## config.mk

```make
export PLATFORM = sky130hd
export DESIGN_NAME = chan_select_arbiter_flat
export DESIGN_NICKNAME = d
export VERILOG_FILES = /design/src/rtl/chan_select_arbiter_pkg.sv /design/src/rtl/chan_select_arbiter_if.sv /design/src/rtl/chan_select_arbiter_find_first.sv /design/src/rtl/chan_select_arbiter.sv /design/src/flat_wrapper.sv
export SDC_FILE = /design/constraint.sdc
export NUM_CORES = 1
export LEC_CHECK = 0
export CAP_MARGIN = 20
export CORE_MARGIN = 2
export CORE_UTILIZATION = 28
export CTS_CLUSTER_DIAMETER = 100
export DETAILED_ROUTE_END_ITERATION = 12
export HOLD_SLACK_MARGIN = 0.05
export RECOVER_POWER = 100
export SYNTH_ARGS = -nofsm -noshare
export SYNTH_HDL_FRONTEND = slang
export SYNTH_SLANG_ARGS = --single-unit
```

## constraint.sdc

```tcl
create_clock -name clk -period 7.35 [get_ports clk]
set_clock_uncertainty 0.1 [all_clocks]
set_input_delay 1.47 -clock clk [delete_from_list [all_inputs] [get_ports clk]]
set_output_delay 1.47 -clock clk [all_outputs]
set_load 0.01 [all_outputs]
```

## src/rtl/chan_select_arbiter_pkg.sv

```systemverilog
// Shared types for the channel select arbiter: selection policy and output-stage state.
package chan_sel_pkg;

    typedef enum logic [1:0] {SEL_FIXED, SEL_RR, SEL_UNIQUE, SEL_RSVD} sel_mode_e;
    typedef enum logic {FSM_IDLE, FSM_HOLD} sel_state_e;

    // Channel index width; a single channel still gets a 1-bit index.
    function automatic int ch_width(input int n);
        return (n > 1) ? $clog2(n) : 1;
    endfunction

endpackage

```

## src/rtl/chan_select_arbiter_if.sv

```systemverilog
// Producer-side request bundle and consumer-side output handshake of the arbiter.
interface chan_select_arbiter_if
    import chan_sel_pkg::*;
#(
    parameter int N_CH   = 4,
    parameter int DATA_W = 8,
    parameter int CNT_W  = 8
);
    localparam int CH_W = ch_width(N_CH);

    logic [1:0]             mode;
    logic [N_CH-1:0]        req_valid;
    logic [N_CH*DATA_W-1:0] req_data;
    logic [N_CH-1:0]        req_ready;
    logic                   out_valid;
    logic [DATA_W-1:0]      out_data;
    logic [CH_W-1:0]        out_ch;
    logic                   out_ready;
    logic                   violation;
    logic [CNT_W-1:0]       viol_cnt;

    modport master (
        output mode, req_valid, req_data, out_ready,
        input  req_ready, out_valid, out_data, out_ch, violation, viol_cnt
    );

    modport slave (
        input  mode, req_valid, req_data, out_ready,
        output req_ready, out_valid, out_data, out_ch, violation, viol_cnt
    );

endinterface

```

## src/rtl/chan_select_arbiter_find_first.sv

```systemverilog
// Find-first-set over N_CH request bits, scanning upward from base and wrapping.
module chan_find_first #(
    parameter int N_CH = 4,
    parameter int CH_W = 2
) (
    input  logic [N_CH-1:0] req,
    input  logic [CH_W-1:0] base,
    output logic            found,
    output logic [CH_W-1:0] idx
);

    int j;

    // Scan from the farthest offset down so the nearest hit to base wins.
    always_comb begin
        found = 1'b0;
        idx   = '0;
        j     = 0;
        for (int k = N_CH - 1; k >= 0; k--) begin
            j = int'(base) + k;
            if (j >= N_CH) begin
                j = j - N_CH;
            end
            if (req[j]) begin
                found = 1'b1;
                idx   = CH_W'(j);
            end
        end
    end

endmodule

```

## src/rtl/chan_select_arbiter.sv

```systemverilog
// N-channel valid/ready request selector with fixed, round-robin and unique-checked
// policies feeding a single registered output stage.
module chan_select_arbiter
    import chan_sel_pkg::*;
#(
    parameter int N_CH   = 4,
    parameter int DATA_W = 8,
    parameter int CNT_W  = 8
) (
    input  logic                 clk,
    input  logic                 rst_n,
    chan_select_arbiter_if.slave bus
);

    localparam int CH_W = ch_width(N_CH);
    localparam logic [CNT_W-1:0] CNT_MAX = '1;
    localparam logic [CH_W-1:0]  LAST_CH = CH_W'(N_CH - 1);

    sel_state_e          state_reg, state_next;
    logic [CH_W-1:0]     rr_ptr_reg, rr_ptr_next;
    logic [DATA_W-1:0]   out_data_reg, out_data_next;
    logic [CH_W-1:0]     out_ch_reg, out_ch_next;
    logic                violation_reg, violation_next;
    logic [CNT_W-1:0]    viol_cnt_reg, viol_cnt_next;

    logic [DATA_W-1:0]   data_arr [N_CH];
    sel_mode_e           mode_sel;
    logic [CH_W-1:0]     base;
    logic [CH_W-1:0]     win;
    logic                found;
    logic                multi_req;
    logic                capture;

    generate
        for (genvar gi = 0; gi < N_CH; gi++) begin : g_unpack
            assign data_arr[gi] = bus.req_data[gi*DATA_W +: DATA_W];
        end
    endgenerate

    assign mode_sel  = sel_mode_e'(bus.mode);
    assign base      = (mode_sel == SEL_RR) ? rr_ptr_reg : '0;
    assign multi_req = |(bus.req_valid & (bus.req_valid - N_CH'(1)));

    chan_find_first #(
        .N_CH (N_CH),
        .CH_W (CH_W)
    ) u_find_first (
        .req   (bus.req_valid),
        .base  (base),
        .found (found),
        .idx   (win)
    );

    // Gating with rst_n keeps any handshake from completing while reset is held.
    assign capture = rst_n && found && ((state_reg == FSM_IDLE) || bus.out_ready);

    generate
        for (genvar gi = 0; gi < N_CH; gi++) begin : g_grant
            assign bus.req_ready[gi] = capture && (win == CH_W'(gi));
        end
    endgenerate

    always_comb begin
        state_next     = state_reg;
        rr_ptr_next    = rr_ptr_reg;
        out_data_next  = out_data_reg;
        out_ch_next    = out_ch_reg;
        violation_next = 1'b0;
        viol_cnt_next  = viol_cnt_reg;

        if (capture) begin
            state_next    = FSM_HOLD;
            out_data_next = data_arr[win];
            out_ch_next   = win;
            if (mode_sel == SEL_RR) begin
                rr_ptr_next = (win == LAST_CH) ? '0 : win + CH_W'(1);
            end
            if ((mode_sel == SEL_UNIQUE) && multi_req) begin
                violation_next = 1'b1;
                if (viol_cnt_reg != CNT_MAX) begin
                    viol_cnt_next = viol_cnt_reg + CNT_W'(1);
                end
            end
        end else if ((state_reg == FSM_HOLD) && bus.out_ready) begin
            state_next = FSM_IDLE;
        end
    end

    always_ff @(posedge clk or negedge rst_n) begin
        if (!rst_n) begin
            state_reg     <= FSM_IDLE;
            rr_ptr_reg    <= '0;
            out_data_reg  <= '0;
            out_ch_reg    <= '0;
            violation_reg <= 1'b0;
            viol_cnt_reg  <= '0;
        end else begin
            state_reg     <= state_next;
            rr_ptr_reg    <= rr_ptr_next;
            out_data_reg  <= out_data_next;
            out_ch_reg    <= out_ch_next;
            violation_reg <= violation_next;
            viol_cnt_reg  <= viol_cnt_next;
        end
    end

    assign bus.out_valid = (state_reg == FSM_HOLD);
    assign bus.out_data  = out_data_reg;
    assign bus.out_ch    = out_ch_reg;
    assign bus.violation = violation_reg;
    assign bus.viol_cnt  = viol_cnt_reg;

endmodule
```

## src/flat_wrapper.sv

```systemverilog
// flat-port wrapper written by rule: the top's interface ports become plain ports
module chan_select_arbiter_flat import chan_sel_pkg::*;
#(
    parameter int N_CH   = 4,
    parameter int DATA_W = 8,
    parameter int CNT_W  = 8
)
  (clk, rst_n, bus_mode, bus_req_valid, bus_req_data, bus_out_ready, bus_req_ready, bus_out_valid, bus_out_data, bus_out_ch, bus_violation, bus_viol_cnt);
  chan_select_arbiter_if #(.N_CH(N_CH), .DATA_W(DATA_W), .CNT_W(CNT_W)) bus_i ();
  input  logic clk;
  input  logic rst_n;
  input wire logic [$bits(bus_i.mode)-1:0] bus_mode;
  input wire logic [$bits(bus_i.req_valid)-1:0] bus_req_valid;
  input wire logic [$bits(bus_i.req_data)-1:0] bus_req_data;
  input wire logic [$bits(bus_i.out_ready)-1:0] bus_out_ready;
  output wire logic [$bits(bus_i.req_ready)-1:0] bus_req_ready;
  output wire logic [$bits(bus_i.out_valid)-1:0] bus_out_valid;
  output wire logic [$bits(bus_i.out_data)-1:0] bus_out_data;
  output wire logic [$bits(bus_i.out_ch)-1:0] bus_out_ch;
  output wire logic [$bits(bus_i.violation)-1:0] bus_violation;
  output wire logic [$bits(bus_i.viol_cnt)-1:0] bus_viol_cnt;
  assign bus_i.mode = bus_mode;
  assign bus_i.req_valid = bus_req_valid;
  assign bus_i.req_data = bus_req_data;
  assign bus_i.out_ready = bus_out_ready;
  assign bus_req_ready = bus_i.req_ready;
  assign bus_out_valid = bus_i.out_valid;
  assign bus_out_data = bus_i.out_data;
  assign bus_out_ch = bus_i.out_ch;
  assign bus_violation = bus_i.violation;
  assign bus_viol_cnt = bus_i.viol_cnt;
  chan_select_arbiter #(.N_CH(N_CH), .DATA_W(DATA_W), .CNT_W(CNT_W)) u_core (.clk(clk), .rst_n(rst_n), .bus(bus_i));
endmodule
```

## Word-level counts from Yosys, hierarchy flattened

Index checks and enable logic that the tools add are counted.

- Bits in registers: 22
- Input port bits: 41
- Output and inout port bits: 24
- Logic and storage cells: 81

- $add $sub $neg: 10
- Magnitude comparators: 9
- Eq/ne operators: 6
- Muxes and demuxes: 33
- Bitwise gates (word level): 3
- Reduce and logical (&&, ||, !) cells: 14

Operator list:

| kind | number |
|---|---|
| $lt A32 B4 Y1 const B | 4 |
| $mux W32 | 4 |
| $ge A32 B4 Y1 const B | 1 |
| $sub A32 B4 Y32 const B | 1 |
| $bmux W8 S2 | 1 |
| $mux W1 | 16 |
| $mux W8 | 2 |
| $mux W2 | 6 |
| $ge A3 B3 Y1 const B | 3 |
| $add A8 B1 Y8 const B | 1 |
| $bmux W1 S2 | 4 |
| $logic_and A1 B1 Y1 | 8 |
| $ne A8 B8 Y1 const B | 1 |
| $sub A3 B3 Y4 const B | 2 |
| $add A2 B2 Y3 const B | 2 |
| $eq A2 B2 Y1 const B | 3 |
| $and A4 B4 Y4 | 1 |
| $eq A2 B1 Y1 const B | 2 |
| $reduce_or A4 Y1 | 1 |
| $sub A2 B3 Y4 const B | 1 |
| $sub A4 B1 Y4 const B | 1 |
| $add A2 B1 Y3 const B | 1 |
| $ge A2 B3 Y1 const B | 1 |
| $not A2 Y3 | 1 |
| other kinds (7) | 7 |

## Depth between registers and ports, before layout

Gate-level depths: netlist of run 1.

- Depth in word-level cells: 16
- Mapped depth: 10
- Depth with buffers taken out: 7

## Hierarchy

Synthesis of run 1 repeated with hierarchy kept, for this count alone.

- Cells, all modules: 109
- Area total of the unflattened synthesis: 1347.5 um2

By module, submodules not included:

| module | instances | cells an instance | area each (um2) | sequential area each (um2) |
|---|---|---|---|---|
| chan_select_arbiter | 1 | 96 | 1270.0 | 550.5 |
| chan_find_first | 1 | 13 | 77.6 | 0.0 |

## Least setup slack after synthesis of run 1

Ideal clock, no wire load.

- Path kind: input -> output
- Start: input port bus_mode[1]
- End: output port bus_req_ready[0]
- Data arrival time: 2989 ps
- Required time: 5780 ps
- Path slack: 2791 ps
- Cell stages on the path: 9
- Buffers on the path: 2
- Cells stage by stage: nand2b_1 -> o21ai_0 -> nand3_1 -> o211ai_2 -> buf_6 -> buf_6 -> inv_1 -> ha_1 -> and2_1

- Elaborated cells between the ends (all ways): 41
- Classes of those cells: add/sub (7); order compare (4); eq/ne (1); mux (25); reduce/logical (4)

RTL lines:

| what | RTL line | source |
|---|---|---|
| from (decl) | flat_wrapper.sv:12 | `input wire logic [$bits(bus_i.mode)-1:0] bus_mode;` |
| $eq A2 B1 Y1 * | chan_select_arbiter.sv:41 | `assign base = (mode_sel == SEL_RR) ? rr_ptr_reg : '0;` |
| $mux W2 * | chan_select_arbiter.sv:41 |  |
| $add A2 B2 Y3 | chan_select_arbiter_find_first.sv:20 | `j = int'(base) + k;` |
| $sub A32 B4 Y32 or $ge A32 B4 Y1 (tied branches) | chan_select_arbiter_find_first.sv:22, chan_select_arbiter_find_first.sv:21 |  |
| $mux W32 | chan_select_arbiter_find_first.sv:21 | `if (j >= N_CH) begin` |
| $bmux W1 S2 | chan_select_arbiter_find_first.sv:24 | `if (req[j]) begin` |
| $mux W1 (not written as such) (2 in series) | chan_select_arbiter_find_first.sv:24 |  |
| $mux W2 (3 in series) | chan_select_arbiter_find_first.sv:24 |  |
| $mux W2 * | chan_select_arbiter_find_first.sv:24 |  |
| net u_core.u_find_first.idx[1] | chan_select_arbiter_find_first.sv:9 | `output logic [CH_W-1:0] idx` |
| $logic_not A2 Y1 * | chan_select_arbiter.sv:59 | `assign bus.req_ready[gi] = capture && (win == CH_W'(gi));` |
| $logic_and A1 B1 Y1 * | chan_select_arbiter.sv:59 |  |
| to (decl) | flat_wrapper.sv:16 | `output wire logic [$bits(bus_i.req_ready)-1:0] bus_req_ready;` |

Mark *: on every way through the listed nets, which the timed path passes. The rest lies on a longest branch. The select of a mux whose other input is x is not followed.

## Worst setup path in the final report of run 1

- Start: input port rst_n
- End: output port bus_req_ready[3]

- Longest elaborated chain between the ends: 3

RTL lines:

| what | RTL line | source |
|---|---|---|
| from (decl) | flat_wrapper.sv:11 | `input logic rst_n;` |
| $logic_and A1 B1 Y1 (2 in series) | chan_select_arbiter.sv:55 | `assign capture = rst_n && found && ((state_reg == FSM_IDLE) \|\| bus.out_ready);` |
| $logic_and A1 B1 Y1 | chan_select_arbiter.sv:59 |  |

No other way between the ends.

==> impl_metrics.json, run 1 <==
{
  "vias_per_cell": 4.71,
  "grt_pass1_wl_mm": 5.62,
  "overflow": 0,
  "final_layout_size_suffix_gt1_share_pct": 5.37,
  "seq_area_frac_synth_pct": 36.7,
  "clk_latency_ns": 0.25,
  "drtIter0Drc": 49,
  "synth_warnings": 0,
  "dieWidth_um": 77.2,
  "die-area_um2": 5960,
  "htreeDepth": 1,
  "place.port_buffers": 64,
  "min_path_type": "register to register",
  "period_share_pct": 80.9,
  "ctsHoldBuffers": 0,
  "fin_tns_setup_ns": 0,
  "synth_top_cells_by_count": "dfrtp_1 (22), mux2i_1 (17), nand2_1 (16)",
  "syn_area_per_cell_um2": 10.5,
  "max_slew_margin_pct": 16.6,
  "hold_depth": 2,
  "final-max-slew-violation-count": 0,
  "antenna_found_initial": 0,
  "ant_nets": 0,
  "power_switching_mw": 0.152,
  "routabilityCongestion": 0.856,
  "cellPowerDensity_nw_per_um2": 209,
  "tightest_slew_ns": 1.25,
  "yosys.area.top_type": "dfrtp_1",
  "async_reset_ff_share_pct": 100,
  "power.internal_mw": 0.305,
  "synth.distinct_cells": 40,
  "synth_mux_area_share_pct": 12.8,
  "ir_worst_vdd_v": 0.000104,
  "placementRows": 26,
  "dp_hpwl_mm": 2.61,
  "swShare_pct": 33.2,
  "gr-usage-all-layers_pct": 11.4,
  "holdWs_ns": 0.391,
  "cts_tree": "done",
  "nets": 252,
  "post_cts_buffers": 0,
  "period_needed_ns": 5.95,
  "synthesis.area_um2": 1500,
  "grt_max_degree": 24,
  "synth_edf_count": 0,
  "hold_viol_final": 0,
  "start_kind": "input pin",
  "clk_pin_slew_ns": 0.08,
  "setup_viol": 0,
  "status": "finished, final reports clean",
  "worstPathArrival_ns": 4.38,
  "cap_violations": 0,
  "power_frac_comb_pct": 42.1,
  "io_pins": 65,
  "synth_top_family_by_area": "compound AO/OA/AOI/OAI gates",
  "reg2regPathDepth": 7,
  "cts_buffer_depth": 2,
  "clockRootBuffer": "clkbuf_8",
  "synth-simple-area-share_pct": 18.3,
  "cts_buffers": 3,
  "dr.pass1.iters": 4,
  "wl_per_cell_um": 12.7,
  "synth_most_common_cell": "dfrtp_1",
  "chipHeight_um": 77.2,
  "fillers": 534,
  "start_util_pct": 29.2,
  "synth_cells": 143,
  "cts.sinks": 22,
  "core_area_um2": 5140,
  "synth.top_cell.area_share_pct": 36.7,
  "synth_fa_ha_area_share_pct": 4.84,
  "max_freq_mhz": 168,
  "synth_seq_cells": 22,
  "via_count": 1294,
  "rsz0062_at_grt": "no",
  "ctsResizeCount": 0,
  "netlist_top_cells_area": "dfrtp_1 (37%), mux2i_1 (11%), o221ai_2 (8.0%), ha_1 (4.2%), nand2_1 (4.0%)",
  "area_growth_pct": 45.8,
  "power_frac_clock_pct": 18.8,
  "end_kind": "output pin",
  "num_antenna_cells": 0,
  "grt_pass1_vias": 1239,
  "drt_wl_total_mm": 3.49,
  "synth_compound_area_share_pct": 18.5,
  "crit_fanout": 23,
  "drc_errors": 0,
  "critPathKind": "input pin to output pin",
  "synthFlopType": "dfrtp_1",
  "postSynthNetCount": 189,
  "synth-xor-area-share_pct": 4.09,
  "required_ns": 5.78,
  "seq_power_share_pct": 39.1,
  "power_leakage_nw": 0.933
}
-- layout make-up --
type	instances	area [µm²]	share of cell area (%)
clock buffers	4	55.1	2.52
inverters	4	15.0	0.686
repair buffers	66	652	29.8
well taps	70	87.6	4.00
multi-input cells	109	827	37.8
flip-flops and latches	22	551	25.2
-- layer usage --
layer  track usage, %  up-vias  part of all wire [%]
li1                 -      647                     -
met1             15.5      605                    47
met2             17.9       40                    47
met3             2.59        2                   5.0
met4             3.39        0                  0.55
met5                0        -                     0
-- layout by cell type, fill, tap and decap left out, drive strengths merged, types with 6 or more instances in the layout --
| cell type | n |
|---|---|
| clkdlybuf4s50 | 42 |
| dlygate4sd3 | 22 |
| dfrtp | 22 |
| mux2i | 17 |
| nand2 | 17 |
| o221ai | 8 |
| o21ai | 6 |
| xnor2 | 6 |
-- power groups by stage --
stage          logic [mW]  registers, mW  clock network [mW]
6_report            0.192          0.178              0.0861
5_1_grt             0.211          0.184              0.0944
4_1_cts             0.216          0.180              0.0901
3_5_place_dp        0.216          0.181                   0
3_3_place_gp        0.215          0.182                   0
2_1_floorplan       0.114          0.187                   0
-- stage by stage --
step           worst slack, ns  cell area, µm²  utilization [%]  power, mW  std cells
6_report                  1.40            2190             42.6      0.457        275
4_1_cts                   1.66            2240             43.6      0.486        275
5_1_grt                   1.03            2190             42.6      0.490        275
2_1_floorplan             2.79            1500                -      0.301        143
3_5_place_dp              1.67            2190             42.6      0.397        271
3_3_place_gp              1.71            2190             42.6      0.397        271
-- final timing paths --
kind                                         from                     end  slack (ns)
setup reg to reg             u_core.rr_ptr_reg[0]    u_core.rr_ptr_reg[1]        4.99
hold reg to reg            u_core.bus.out_data[1]  u_core.bus.out_data[1]        0.39
min in group asynchronous                   rst_n  u_core.bus.out_data[0]        1.89
hold / removal             u_core.bus.out_data[1]  u_core.bus.out_data[1]        0.39
max in group asynchronous                   rst_n  u_core.bus.viol_cnt[7]        4.52
setup / recovery                            rst_n        bus_req_ready[3]        1.40
-- worst max-delay path, cell delays in order --
cell and delay, ns:
dlygate4sd3_1 0.52, clkbuf_1 0.91, o41ai_1 0.28, and2b_1 0.43, and2_1 0.16, dlygate4sd3_1 0.60
-- logic make-up (layout without fill, tap and decap cells) --
kind of cell	count (synthesis)	count (layout)
XOR/XNOR	7	7
multiplexers	19	19
adder cells (fa/ha/maj)	6	6
flip-flops	22	22
buffers and inverters	12	74
AO/OA/AOI/OAI	28	28
AND/OR/NAND/NOR	49	49
(Power assumes the default switching activity.)
==> run 2: changes to the inputs <==
clock period = 6.1 ns   (was 7.35 ns; I/O delays follow)
==> run 2 against run 1 <==
Effect of this change: final area is the same; hold slack lost 0.0075 ns; non-clock buffer count is the same; global-route usage grew 0.23 points; combinational power grew 22%; sequential power grew 20%; critical path depth is the same; first-iteration DRC count shrank 33%; critical path type unchanged; critical endpoint is now bus_req_ready[2]; largest cell class unchanged; largest power group unchanged.
==> impl_metrics.json, run 2 (synthesis gave the netlist of run 1 again) <==
{
  "finalWorstSetupSlack_ns": 0.712,
  "required_ns": 4.78,
  "period_needed_ns": 5.39,
  "tightest_slew_ns": 1.28,
  "route.met2.wl_mm": 1.68,
  "ir_worst_vdd_v": 0.000154,
  "power_frac_comb_pct": 42.4,
  "max_freq_mhz": 186,
  "grt_pass1_wl_mm": 5.66,
  "routabilityCongestion": 0.888,
  "fillers": 544,
  "grt_max_degree": 24,
  "reg2regPathDepth": 6,
  "nets": 252,
  "gr-usage-all-layers_pct": 11.6,
  "hold_depth": 2,
  "drtIter0Drc": 33,
  "drc_errors": 0,
  "clk_latency_ns": 0.26,
  "placementRows": 26,
  "final-max-slew-violation-count": 0,
  "critPathKind": "input pin to output pin",
  "min_path_type": "register to register",
  "worstPathArrival_ns": 4.07,
  "ctsResizeCount": 0,
  "core_area_um2": 5140,
  "rsz0062_at_grt": "no",
  "hold_viol_final": 0,
  "dr.pass1.iters": 4,
  "clk_pin_slew_ns": 0.08,
  "layout_commonest_cell": "clkdlybuf4s50_1",
  "utilization_pct": 42.6,
  "post-place-ws_ns": 0.902,
  "wl_per_cell_um": 12.9,
  "start_util_pct": 29.2,
  "ctsHoldBuffers": 0,
  "cts_buffer_depth": 2,
  "top_layer_used": "met4",
  "holdWs_ns": 0.384,
  "die-area_um2": 5960,
  "start_kind": "input pin",
  "layout_common_cells": "clkdlybuf4s50_1 (43), dfrtp_1 (22), dlygate4sd3_1 (21), mux2i_1 (17), nand2_1 (16)",
  "antenna_found_initial": 0,
  "end_kind": "output pin",
  "cap_violations": 0,
  "seq_power_share_pct": 38.7,
  "power.internal_mw": 0.368,
  "fin_cells": 275,
  "wl_met1_mm": 1.63,
  "overflow": 0,
  "vias_per_cell": 4.64,
  "swShare_pct": 33.2,
  "status": "finished, final reports clean",
  "cts_tree": "done",
  "clockRootBuffer": "clkbuf_8",
  "via_count": 1277,
  "fin_tns_setup_ns": 0,
  "area_growth_pct": 45.8,
  "power_switching_mw": 0.183,
  "multi_input_area_um2": 827,
  "htreeDepth": 1,
  "wl_met3_um": 216,
  "dp_cells": 271,
  "power_frac_clock_pct": 18.9,
  "seqCellArea_um2": 551,
  "cts_buffers": 3,
  "final_layout_size_suffix_gt1_share_pct": 5.37,
  "power_leakage_nw": 0.932,
  "crit_fanout": 23,
  "drt_wl_total_mm": 3.55,
  "setup_viol": 0,
  "place.port_buffers": 64,
  "num_antenna_cells": 0,
  "cts.sinks": 22,
  "period_share_pct": 88.3,
  "ant_nets": 0,
  "chipHeight_um": 77.2,
  "post_cts_buffers": 0,
  "io_pins": 65,
  "grt_pass1_vias": 1258,
  "cellPowerDensity_nw_per_um2": 252,
  "max_slew_margin_pct": 14.6,
  "dieWidth_um": 77.2,
  "dp_hpwl_mm": 2.68
}
==> run 2: changes by cell type in the layout (fill, tap and decap cells not counted), sizes merged <==
cell / delta
dlygate4sd3: -1
clkdlybuf4s50: +1
==> run 2: routing by layer <==
metal  global-route usage [%]  vias up
met5                        0        -
met4                     3.75        0
met3                     2.94        2
met2                     18.8       36
met1                     15.1      590
li1                         -      649
==> run 2: power groups by stage <==
stage | Combinational, mW | Clock [mW] | Sequential, mW
global placement | 0.261 | 0 | 0.219
CTS | 0.262 | 0.109 | 0.215
detailed placement | 0.261 | 0 | 0.217
global route | 0.257 | 0.115 | 0.220
finish | 0.234 | 0.104 | 0.213
floorplan | 0.137 | 0 | 0.225
==> run 2: cell type report <==
class | instances | share of cell area [%]
inverter | 4 | 0.686
clock buffer | 4 | 2.52
timing repair buffer | 66 | 29.8
sequential | 22 | 25.2
tap | 70 | 4.00
multi-input combinational | 109 | 37.8
==> run 2: final timing paths <==
| kind | end | slack [ns] | from |
|---|---|---|---|
| worst max-delay path | bus_req_ready[2] | 0.71 | rst_n |
| worst min-delay path | u_core.bus.out_data[1] | 0.38 | u_core.bus.out_data[1] |
| worst max register to register | u_core.bus.viol_cnt[5] | 3.75 | u_core.bus.out_valid |
| worst min register to register | u_core.bus.out_data[1] | 0.38 | u_core.bus.out_data[1] |
| max in group asynchronous | u_core.bus.violation | 3.49 | rst_n |
| min in group asynchronous | u_core.bus.out_ch[0] | 1.65 | rst_n |
==> run 2: worst max-delay path: stages <==
cell and delay, ns:
dlygate4sd3_1 0.52, clkbuf_1 0.93, o41ai_1 0.27, and2b_1 0.42, and2_1 0.16, clkdlybuf4s50_1 0.53
==> run 2: through the flow <==
stage          area (µm²)  power (mW)
2_1_floorplan        1500       0.362
3_3_place_gp         2190       0.479
3_5_place_dp         2190       0.479
4_1_cts              2240       0.586
5_1_grt              2190       0.592
6_report             2190       0.551
